File: src/rtl/regfile_bus_pkg.sv
// regfile_bus_pkg: FSM state encoding and width helpers shared by the register-file bus master.
package regfile_bus_pkg;
    typedef enum logic [2:0] {
        S_IDLE,
        S_WRITE,
        S_READ,
        S_WAIT,
        S_RESP,
        S_MODIFY
    } state_t;

    function automatic int addr_width(input int reg_count);
        return (reg_count > 2) ? $clog2(reg_count) : 1;
    endfunction

    // The latency counter only has to hold read_latency-1.
    function automatic int count_width(input int read_latency);
        return (read_latency > 2) ? $clog2(read_latency) : 1;
    endfunction
endpackage

File: src/rtl/rbm_latency_counter.sv
// rbm_latency_counter: loadable down-counter that stops at zero and flags it.
module rbm_latency_counter #(
    parameter int W = 1
) (
    input  logic         clk,
    input  logic         rst,
    input  logic         load,
    input  logic [W-1:0] value,
    output logic         zero
);
    logic [W-1:0] count;

    always_ff @(posedge clk or posedge rst) begin
        if (rst) count <= '0;
        else if (load) count <= value;
        else if (count != '0) count <= count - W'(1);
    end

    assign zero = (count == '0);
endmodule

File: src/rtl/regfile_bus_master.sv
// regfile_bus_master: single-outstanding command initiator for a register-file access port.
// Define REGMASTER_RMW_EN to add In_CmdMask and masked read-modify-write.
module regfile_bus_master
    import regfile_bus_pkg::*;
#(
    parameter int P_RegCount    = 3,
    parameter int P_BitWidth    = 32,
    parameter int P_ReadLatency = 1,
    localparam int AW = addr_width(P_RegCount),
    localparam int BW = P_BitWidth
) (
    input  logic          In_Clock,
    input  logic          In_Reset,
    input  logic          In_CmdValid,
    output logic          Out_CmdReady,
    input  logic          In_CmdWrite,
    input  logic [AW-1:0] In_CmdAddr,
    input  logic [BW-1:0] In_CmdData,
`ifdef REGMASTER_RMW_EN
    input  logic [BW-1:0] In_CmdMask,
`endif
    output logic          Out_RspValid,
    input  logic          In_RspReady,
    output logic [BW-1:0] Out_RspData,
    output logic          Out_RspError,
    output logic [AW-1:0] Out_Address,
    output logic [BW-1:0] Out_WriteData,
    output logic          Out_Write,
    output logic          Out_Read,
    input  logic [BW-1:0] In_ReadData
);
    localparam int CW = count_width(P_ReadLatency);

    state_t        state, state_n;
    logic          accept, zero, full_write, rmw_pending;
    logic [AW-1:0] addr_n;
    logic [BW-1:0] wdata_n, rsp_data_n;
    logic          rsp_error_n;

    assign accept = In_CmdValid & Out_CmdReady;

`ifdef REGMASTER_RMW_EN
    logic          rmw_flag;
    logic [BW-1:0] cmd_data, cmd_mask, merged;

    always_ff @(posedge In_Clock or posedge In_Reset) begin
        if (In_Reset) begin
            rmw_flag <= 1'b0;
            cmd_data <= '0;
            cmd_mask <= '0;
        end else if (accept) begin
            rmw_flag <= In_CmdWrite & ~full_write;
            cmd_data <= In_CmdData;
            cmd_mask <= In_CmdMask;
        end
    end

    // Out_RspData already holds the value read in WAIT while the merge is formed.
    assign full_write  = &In_CmdMask;
    assign rmw_pending = rmw_flag;
    assign merged      = (Out_RspData & ~cmd_mask) | (cmd_data & cmd_mask);
`else
    assign full_write  = 1'b1;
    assign rmw_pending = 1'b0;
`endif

    rbm_latency_counter #(.W(CW)) u_latency (
        .clk  (In_Clock),
        .rst  (In_Reset),
        .load (state == S_READ),
        .value(CW'(P_ReadLatency - 1)),
        .zero (zero)
    );

    always_comb begin
        state_n     = state;
        addr_n      = Out_Address;
        wdata_n     = Out_WriteData;
        rsp_data_n  = Out_RspData;
        rsp_error_n = Out_RspError;
        case (state)
            S_IDLE: if (accept) begin
                rsp_error_n = 1'b0;
                if (int'(In_CmdAddr) >= P_RegCount) begin
                    state_n     = S_RESP;
                    rsp_error_n = 1'b1;
                    rsp_data_n  = '0;
                end else begin
                    state_n = (In_CmdWrite && full_write) ? S_WRITE : S_READ;
                    addr_n  = In_CmdAddr;
                    wdata_n = (In_CmdWrite && full_write) ? In_CmdData : Out_WriteData;
                end
            end
            S_WRITE: begin
                state_n    = S_RESP;
                rsp_data_n = Out_WriteData;
            end
            S_READ: state_n = S_WAIT;
            S_WAIT: if (zero) begin
                state_n    = rmw_pending ? S_MODIFY : S_RESP;
                rsp_data_n = In_ReadData;
            end
`ifdef REGMASTER_RMW_EN
            S_MODIFY: begin
                state_n = S_WRITE;
                wdata_n = merged;
            end
`endif
            S_RESP: if (In_RspReady) state_n = S_IDLE;
            default: state_n = S_IDLE;
        endcase
    end

    always_ff @(posedge In_Clock or posedge In_Reset) begin
        if (In_Reset) begin
            state         <= S_IDLE;
            Out_CmdReady  <= 1'b0;
            Out_Write     <= 1'b0;
            Out_Read      <= 1'b0;
            Out_RspValid  <= 1'b0;
            Out_RspData   <= '0;
            Out_RspError  <= 1'b0;
            Out_Address   <= '0;
            Out_WriteData <= '0;
        end else begin
            state         <= state_n;
            Out_CmdReady  <= (state_n == S_IDLE);
            Out_Write     <= (state_n == S_WRITE);
            Out_Read      <= (state_n == S_READ);
            Out_RspValid  <= (state_n == S_RESP);
            Out_RspData   <= rsp_data_n;
            Out_RspError  <= rsp_error_n;
            Out_Address   <= addr_n;
            Out_WriteData <= wdata_n;
        end
    end
endmodule
File: config.mk
export PLATFORM = sky130hd
export DESIGN_NAME = regfile_bus_master
export DESIGN_NICKNAME = d
export VERILOG_FILES = /design/src/rtl/regfile_bus_pkg.sv /design/src/rtl/rbm_latency_counter.sv /design/src/rtl/regfile_bus_master.sv
export SDC_FILE = /design/constraint.sdc
export NUM_CORES = 1
export LEC_CHECK = 0
export CAP_MARGIN = 5
export CORE_MARGIN = 2
export CORE_UTILIZATION = 43
export DETAILED_ROUTE_END_ITERATION = 7
export PLACE_DENSITY = 0.8
export SETUP_SLACK_MARGIN = 0.02
export SKIP_CTS_REPAIR_TIMING = 1
export SLEW_MARGIN = 20
export SYNTH_ARGS = -nofsm -noshare
export SYNTH_HDL_FRONTEND = slang
export SYNTH_HIERARCHICAL = 1
export SYNTH_SLANG_ARGS = --single-unit
File: constraint.sdc
create_clock -name In_Clock -period 2.9 [get_ports In_Clock]
set_input_delay 0.29 -clock In_Clock [delete_from_list [all_inputs] [get_ports In_Clock]]
set_output_delay 0.29 -clock In_Clock [all_outputs]
set_load 0.05 [all_outputs]
== Word level (Yosys, flattened, before mapping) ==
Cells that the tools add are included.

* Word-level logic and storage cells: 44
* Output and inout bits: 71
* Input port bits: 71
* Flip-flop bits (word level): 75

* Magnitude comparators: 1
* Reductions and logical operators: 7
* Add/subtract/negate cells: 1
* Bitwise logic cells: 2
* Equal/unequal tests: 10
* Mux-type cells: 13

{| class="wikitable"
|+ Operator list
! operator !! count
|-
| $mux W32 || 3
|-
| $pmux W32 S3 || 1
|-
| $pmux W3 S5 || 1
|-
| $mux W3 || 4
|-
| $eq A3 B2 Y1 const B || 3
|-
| $reduce_and A4 Y1 || 2
|-
| $eq A3 B1 Y1 const B || 2
|-
| $eq A3 B3 Y1 const B || 2
|-
| $logic_not A3 Y1 || 2
|-
| $ne A2 B2 Y1 const B || 3
|-
| $mux W1 || 3
|-
| $reduce_and A3 Y1 || 1
|-
| $reduce_bool A3 Y1 || 1
|-
| $ge A2 B2 Y1 const B || 1
|-
| $mux W2 || 1
|-
| $reduce_and A2 Y1 || 1
|-
| $and A1 B1 Y1 || 1
|-
| $not A1 Y1 || 1
|-
| $sub A1 B1 Y1 const B || 1
|}

== Longest topological paths before layout ==
Gate-level depths: netlist (run 1).

* Depth after elaboration: 5
* Gate-level depth with buffers: 7
* Mapped depth without buffers: 5

== By module ==
Netlist (run 1), hierarchy kept.

{| class="wikitable"
|+ By module, submodules not included
! module !! times used !! cells each !! area each (um2) !! seq. area each (um2)
|-
| regfile_bus_master || 1 || 247 || 3385.7 || 1851.8
|-
| rbm_latency_counter || 1 || 4 || 38.8 || 25.0
|}

== Worst setup path before layout (run 1) ==
Ideal clock, no wire load.

* Path kind: reg2reg
* Start: register Out_CmdReady
* End: register Out_RspData[10]
* Arrival: 1.650 ns
* Stages on the path, launching flop included: 5
* Setup time: 0.125 ns
* Setup slack: 1.125 ns
* Clock period less this slack: 1.775 ns
* Data required time: 2.775 ns
* Buffers on the path: 1
* Cell sequence: dfrtp_1 -> nand4b_1 -> o21ai_1 -> buf_4 -> mux2_2

* Cells in the longest elaborated chain, start to end: 3

{| class="wikitable"
|+ Ends and longest elaborated chain
! element !! RTL line !! source
|-
| start: declaration || regfile_bus_master.sv:15 || <nowiki>output logic Out_CmdReady,</nowiki>
|-
| start signal: assignment || regfile_bus_master.sv:127 || <nowiki>Out_CmdReady <= (state_n == S_IDLE);</nowiki>
|-
| $and A1 B1 Y1 || regfile_bus_master.sv:40 || <nowiki>assign accept = In_CmdValid & Out_CmdReady;</nowiki>
|-
| $ne A2 B2 Y1 (no line) || n/a ||
|-
| $reduce_and A4 Y1 (no line) || n/a ||
|-
| end signal: assignment || regfile_bus_master.sv:131 || <nowiki>Out_RspData <= rsp_data_n;</nowiki>
|-
| end: declaration || regfile_bus_master.sv:24 || <nowiki>output logic [BW-1:0] Out_RspData,</nowiki>
|}

No other way between the ends.
A chain may end at the register's enable or synchronous reset.

== Worst setup path in the final report (run 1) ==
* Start: register state[1]
* End: register Out_RspData[14]

* Cells in the longest elaborated chain, start to end: 3
* Elaborated cells on any way between the ends: 9
* Classes of those cells: eq/ne: 5; mux: 1; reduce/logical: 3

{| class="wikitable"
|+ Ends and longest elaborated chain
! element !! RTL line !! source
|-
| start: declaration || regfile_bus_master.sv:34 || <nowiki>state_t state, state_n;</nowiki>
|-
| start signal: assignment || regfile_bus_master.sv:126 || <nowiki>state <= state_n;</nowiki>
|-
| $eq A3 B2 Y1, or another cell as far along || regfile_bus_master.sv:81 || <nowiki>case (state)</nowiki>
|-
| $ne A2 B2 Y1 (no line) / $reduce_bool A3 Y1 (equally long branches) || n/a ||
|-
| $reduce_and A4 Y1 (no line) || n/a ||
|}

Parallel ways exist; a longest one is shown, timed or not.

==> flow_summary.yaml, run 1 <==
status:
  status: "complete, no violations"
route:
  drc_errors: 0
  met1Wirelength_um: 3380
  firstDrtPassIters: 4
  drtAntennaViolNets: 0
  first_iter_violations: 59
  num_vias: 2434
  top_layer_used: "met4"
  drt-wirelength-per-cell_um: 15.6
  wl_met3_um: 537
  wl_met2_um: 3800
  wirelength_um: 7820
  viasPerCell: 4.86
worst_setup_path:
  r2r-end: "Out_RspData[14]$_DFFE_PP0P_"
  worst_ep_required_time_ps: 3110
  path_max_fanout: 22
  cp-end-kind: "register"
  crit_start: "state[1]$_DFF_PP0_"
  worstPathArrival_ps: 2200
  reg2reg_depth: 6
  reg2reg_setup_slack_ps: 910
  critPathKind: "register to register"
  crit_end: "Out_RspData[14]$_DFFE_PP0P_"
  worstReg2RegStart: "state[1]$_DFF_PP0_"
  start_kind: "register"
power_and_ir_drop:
  p_per_area_nw_per_um2: 1280
  p_leak_nw: 2.36
  ir_worst_vdd_v: 0.000722
die:
  placementRows: 32
  io_pins: 142
  fp.dieW_um: 93.2
  core-area_um2: 7730
  fp.dieH_um: 93.2
  initial_utilization_pct: 44.3
  die-area_um2: 8690
finish:
  area_growth_pct: 51.9
  ff_latch_area_um2: 1880
  multi_input_area_um2: 1430
  fin_cells: 501
  final_nets: 465
  n_fill_cell: 577
  num_antenna_cells: 0
  drive_above_1_share_pct: 22.8
synth:
  synth-seq-cells: 75
  yosys_warnings: 6
  netlist_instances: 251
  syn-num-nets: 322
  ys_seq_area_share_pct: 54.8
  syn_avg_cell_area_um2: 13.6
  synth_area_um2: 3420
  ys_types: 26
sta:
  period_needed_ps: 1990
  hold_violations: 0
  setup_violations: 0
  slew-limit-headroom_pct: 60.3
  period_share_pct: 68.6
  rsz0062_at_grt: "false"
  fmax_mhz: 503
  final.setup.tns_ps: 0
  fin_skew_ps: 8.63
  final_max_slew_viol_count: 0
  worstMarginPinSlew_ps: 596
cts:
  cts_tree: "built"
  cts_inserted_buffers: 9
  clk_latency_ps: 330
  cts_buffer_depth: 2
  clk_pin_slew_ps: 70
  clock-root-buffer: "clkbuf_8"
  clock_tree.htree_level_count: 3
  clock-sinks: 75
grt:
  grt_overflow: 0
  grt_pass1_vias: 2548
  grt_use_total_pct: 18.7
  antenna_found_initial: 0
  grt_pass1_wl_um: 12700
  grt_max_degree: 43
min_path:
  worstHoldPathType: "input port to async pin"
placed_design:
  dp_hpwl_um: 5540
  dp_cells: 484
  routabilityCongestion: 0.741
  numPortBuffers: 141
flow_run:
  maxCapViolCount: 0
==> cells in the final DEF (no fill, tap or decap), types with 3 or more instances in the layout <==
cell and instances:
nand2_1 4, mux2i_1 32, nand2b_1 3, clkbuf_8 13
mux2_2 35, o21ai_0 3, nor2_1 35, buf_4 5
mux2_4 28, inv_1 4, clkdlybuf4s50_1 141, dfrtp_1 74
==> logic make-up after synthesis <==
family | Yosys count | synth area share [%]
multiplexers | 96 | 33.5
flip-flops | 75 | 54.8
AND/OR/NAND/NOR | 49 | 6.21
buffers and inverters | 21 | 3.65
AO/OA/AOI/OAI | 9 | 1.75
other | 1 | 0.110
==> per-stage QoR <==
stage	total power [W]	hold WS, ps	setup slack (ps)	instance area [um2]	utilization [%]
after floorplan	0.00447	18.7	728	3420	-
after global placement	0.00568	470	450	4930	63.8
after detailed placement	0.00575	483	416	4930	63.8
after CTS	0.00672	155	763	5170	67.0
after global routing	0.00698	154	789	5200	67.3
final	0.00666	166	910	5200	67.3
==> flip-flops by register name, indices dropped and copies added, names as in the netlist <==
register         cells
Out_Read             1
Out_RspValid         1
Out_Address          2
Out_WriteData       32
state                3
Out_RspError         1
Out_Write            1
Out_RspData         32
u_latency/count      1
Out_CmdReady         1
==> cell usage after synthesis (all sizes together) <==
cell type	number	area, um2
dfrtp	75	1880
mux2	64	826
nor2	36	138
mux2i	32	320
buf	11	87.6
clkbuf	5	18.8
inv	5	18.8
nand2	4	15.0
o21ai	4	20.0
nand2b	3	18.8
a21o	2	15.0
o22a	2	17.5
a21boi	1	7.51
and2	1	6.26
and3	1	6.26
conb	1	3.75
nand4b	1	8.76
nor2b	1	6.26
nor3b	1	7.51
or2	1	6.26
==> how the worst min path moves through the flow <==
stage,to,slack (ps),depth (start not counted)
2_1_floorplan,u_latency/count$_DFF_PP0_,20,1
3_3_place_gp,Out_RspError$_DFFE_PP0P_,470,2
3_5_place_dp,Out_RspError$_DFFE_PP0P_,480,2
4_1_cts,u_latency/count$_DFF_PP0_,150,2
5_1_grt,u_latency/count$_DFF_PP0_,150,2
6_report,u_latency/count$_DFF_PP0_,170,2
==> critical path: stages, from the launching register on <==
cell and delay (ps):
dfrtp_2 410, nor2_2 130, nand4b_1 130, buf_4 190, o21ai_4 400, buf_12 250, mux2_2 350
==> where the power goes <==
part	switching [W]	total, W	internal (W)
clock	0.000369	0.000948	0.000579
combinational	0.00232	0.00387	0.00155
sequential	0.000322	0.00184	0.00152
==> routing by layer <==
layer / global-route usage [%] / up-vias
met5: 0 / -
met4: 6.00 / 0
met3: 4.92 / 10
met2: 30.8 / 85
met1: 24.2 / 1187
li1: - / 1152
==> cell type report <==
class                   instances  area share, %
inverters                       5          0.361
clock inverters                 3           1.30
multi-input cells             155           27.6
clock buffers                  13           3.44
flip-flops and latches         75           36.1
repair buffers                148           28.8
well taps                     102           2.45
Power figures use the tool's default switching activity.
==> run 2, diff against run 1 <==
==> constraint.sdc (replaced) <==
create_clock -name In_Clock -period 1.9 [get_ports In_Clock]
set_input_delay 0.19 -clock In_Clock [delete_from_list [all_inputs] [get_ports In_Clock]]
set_output_delay 0.19 -clock In_Clock [all_outputs]
set_load 0.05 [all_outputs]
==> run 2 against run 1 <==
Effect of this change:
- clock skew increased by 1.5 ps
- first-iteration DRC count grew 51%
- via count is 0.45% higher
- largest cell class unchanged
==> flow_summary.yaml, run 2 (same netlist as run 1, synthesis figures left out) <==
die:
  initial_utilization_pct: 44.3
  die-area_um2: 8690
  core-area_um2: 7730
  io_pins: 142
  fp.dieW_um: 93.2
  fp.dieH_um: 93.2
  placementRows: 32
power_and_ir_drop:
  net-switching-power_w: 0.00462
  ir_worst_vdd_v: 0.00100
  power.internal_w: 0.00539
  p_leak_nw: 2.37
  combPwrFrac_pct: 59.5
  p_seq_share_pct: 28.1
  p_clk_share_pct: 12.4
  p_sw_share_pct: 46.2
  p_per_area_nw_per_um2: 1920
route:
  num_vias: 2445
  top_layer_used: "met4"
  met1Wirelength_um: 3500
  firstDrtPassIters: 4
  first_iter_violations: 89
  wl_met2_um: 3840
  drtAntennaViolNets: 0
  drt-wirelength-per-cell_um: 15.7
  viasPerCell: 4.84
  wirelength_um: 7920
  drc_errors: 0
  wl_met3_um: 525
placed_design:
  dp_hpwl_um: 5730
  routabilityCongestion: 0.774
  dp_cells: 489
  dp_slack_ps: -6.40
  place_area_um2: 5010
  numPortBuffers: 141
grt:
  grt_pass1_vias: 2615
  antenna_found_initial: 0
  grt_max_degree: 50
  grt_pass1_wl_um: 13000
  grt_overflow: 0
  grt_use_total_pct: 19.3
worst_setup_path:
  cp-end-kind: "output port"
  cp_num_buf_inv: 1
  worst_ep_required_time_ps: 1710
  path_max_fanout: 3
  critPathKind: "register to output port"
  worstPathArrival_ps: 1600
  crit_family: "buffers and inverters"
  crit_slowest_cell: "clkdlybuf4s50_1"
  start_kind: "register"
  path_cells: "clkdlybuf4s50_1"
  critPathMaxStageDelay_ps: 860
status:
  status: "complete, no violations"
finish:
  n_fill_cell: 558
  final_common_cell: "clkdlybuf4s50_1"
  drive_above_1_share_pct: 23.3
  design_area_um2: 5210
  final_nets: 469
  layout_common_cells: "clkdlybuf4s50_1 (141), dfrtp_1 (74), nor2_1 (35), mux2_2 (35), mux2i_1 (32)"
  area_growth_pct: 52.1
  top_regs: "Out_RspData: 32 flops, Out_WriteData: 32 flops, state: 3 flops"
  num_antenna_cells: 0
  fin_cells: 505
cts:
  clk_latency_ps: 340
  clock_tree.htree_level_count: 3
  clock-sinks: 75
  cts_tree: "built"
  clk_pin_slew_ps: 80
  cts_inserted_buffers: 9
  cts_buffer_depth: 2
  clock-root-buffer: "clkbuf_8"
sta:
  period_share_pct: 94.0
  hold_violations: 0
  setup_violations: 0
  final_max_slew_viol_count: 0
  fin_ws_ps: 114
  rsz0062_at_grt: "false"
  fin_skew_ps: 10.2
  period_needed_ps: 1790
  worstMarginPinSlew_ps: 551
  fmax_mhz: 560
  slew-limit-headroom_pct: 63.2
min_path:
  worstHoldPathType: "input port to async pin"
flow_run:
  maxCapViolCount: 0
[run 2: changes by cell type in the layout (fill, tap and decap cells not counted), sizes merged]
cell | previous run | this run
buf | 7 | 11
clkinv | 0 | 3
clkbuf | 13 | 12
bufinv | 2 | 1
inv | 5 | 4
[run 2: metal layers]
layer,vias to the layer above,track usage (%)
met5,-,0
met4,0,6.25
met3,6,5.00
met2,84,31.0
met1,1203,25.6
li1,1152,-
[run 2: layout make-up]
class	count	area [um2]	share of cell area, %
tap	102	128	2.45
clock buffer	12	155	2.98
multi-input combinational	155	1430	27.5
clock inverter	4	48.8	0.937
sequential	75	1880	36.0
timing repair buffer	152	1540	29.6
inverter	5	22.5	0.432
[run 2: final timing paths]
check	startpoint	to	slack (ps)	depth (start not counted)
worst max register to register	state[1]$_DFF_PP0_	Out_WriteData[13]$_DFFE_PP0P_	120	5
max in group asynchronous	In_Reset	Out_WriteData[13]$_DFFE_PP0P_	1300	3
min in group In_Clock	In_CmdWrite	Out_Read$_DFF_PP0_	450	2
worst min-delay path	In_Reset	u_latency/count$_DFF_PP0_	80	2
worst min register to register	Out_RspError$_DFFE_PP0P_	Out_RspError$_DFFE_PP0P_	490	2
worst max-delay path	Out_WriteData[12]$_DFFE_PP0P_	Out_WriteData[12]	110	1
[run 2: stage by stage]
| stage | total power (W) | hold slack [ps] | util [%] | TNS, ps |
|---|---|---|---|---|
| 2_1_floorplan | 0.00683 | -81.3 | - | 0 |
| 3_3_place_gp | 0.00873 | 423 | 64.8 | 0 |
| 3_5_place_dp | 0.00882 | 427 | 64.8 | -21.9 |
| 4_1_cts | 0.0101 | 65.0 | 67.4 | 0 |
| 5_1_grt | 0.0105 | 84.7 | 67.4 | 0 |
| 6_report | 0.0100 | 79.9 | 67.4 | 0 |
[run 2: power groups by stage]
stage	clock network, W	registers (W)	logic (W)
5_1_grt	0.00133	0.00293	0.00622
3_3_place_gp	0	0.00282	0.00591
3_5_place_dp	0	0.00284	0.00598
4_1_cts	0.00128	0.00282	0.00600
2_1_floorplan	0	0.00522	0.00161
6_report	0.00124	0.00281	0.00595
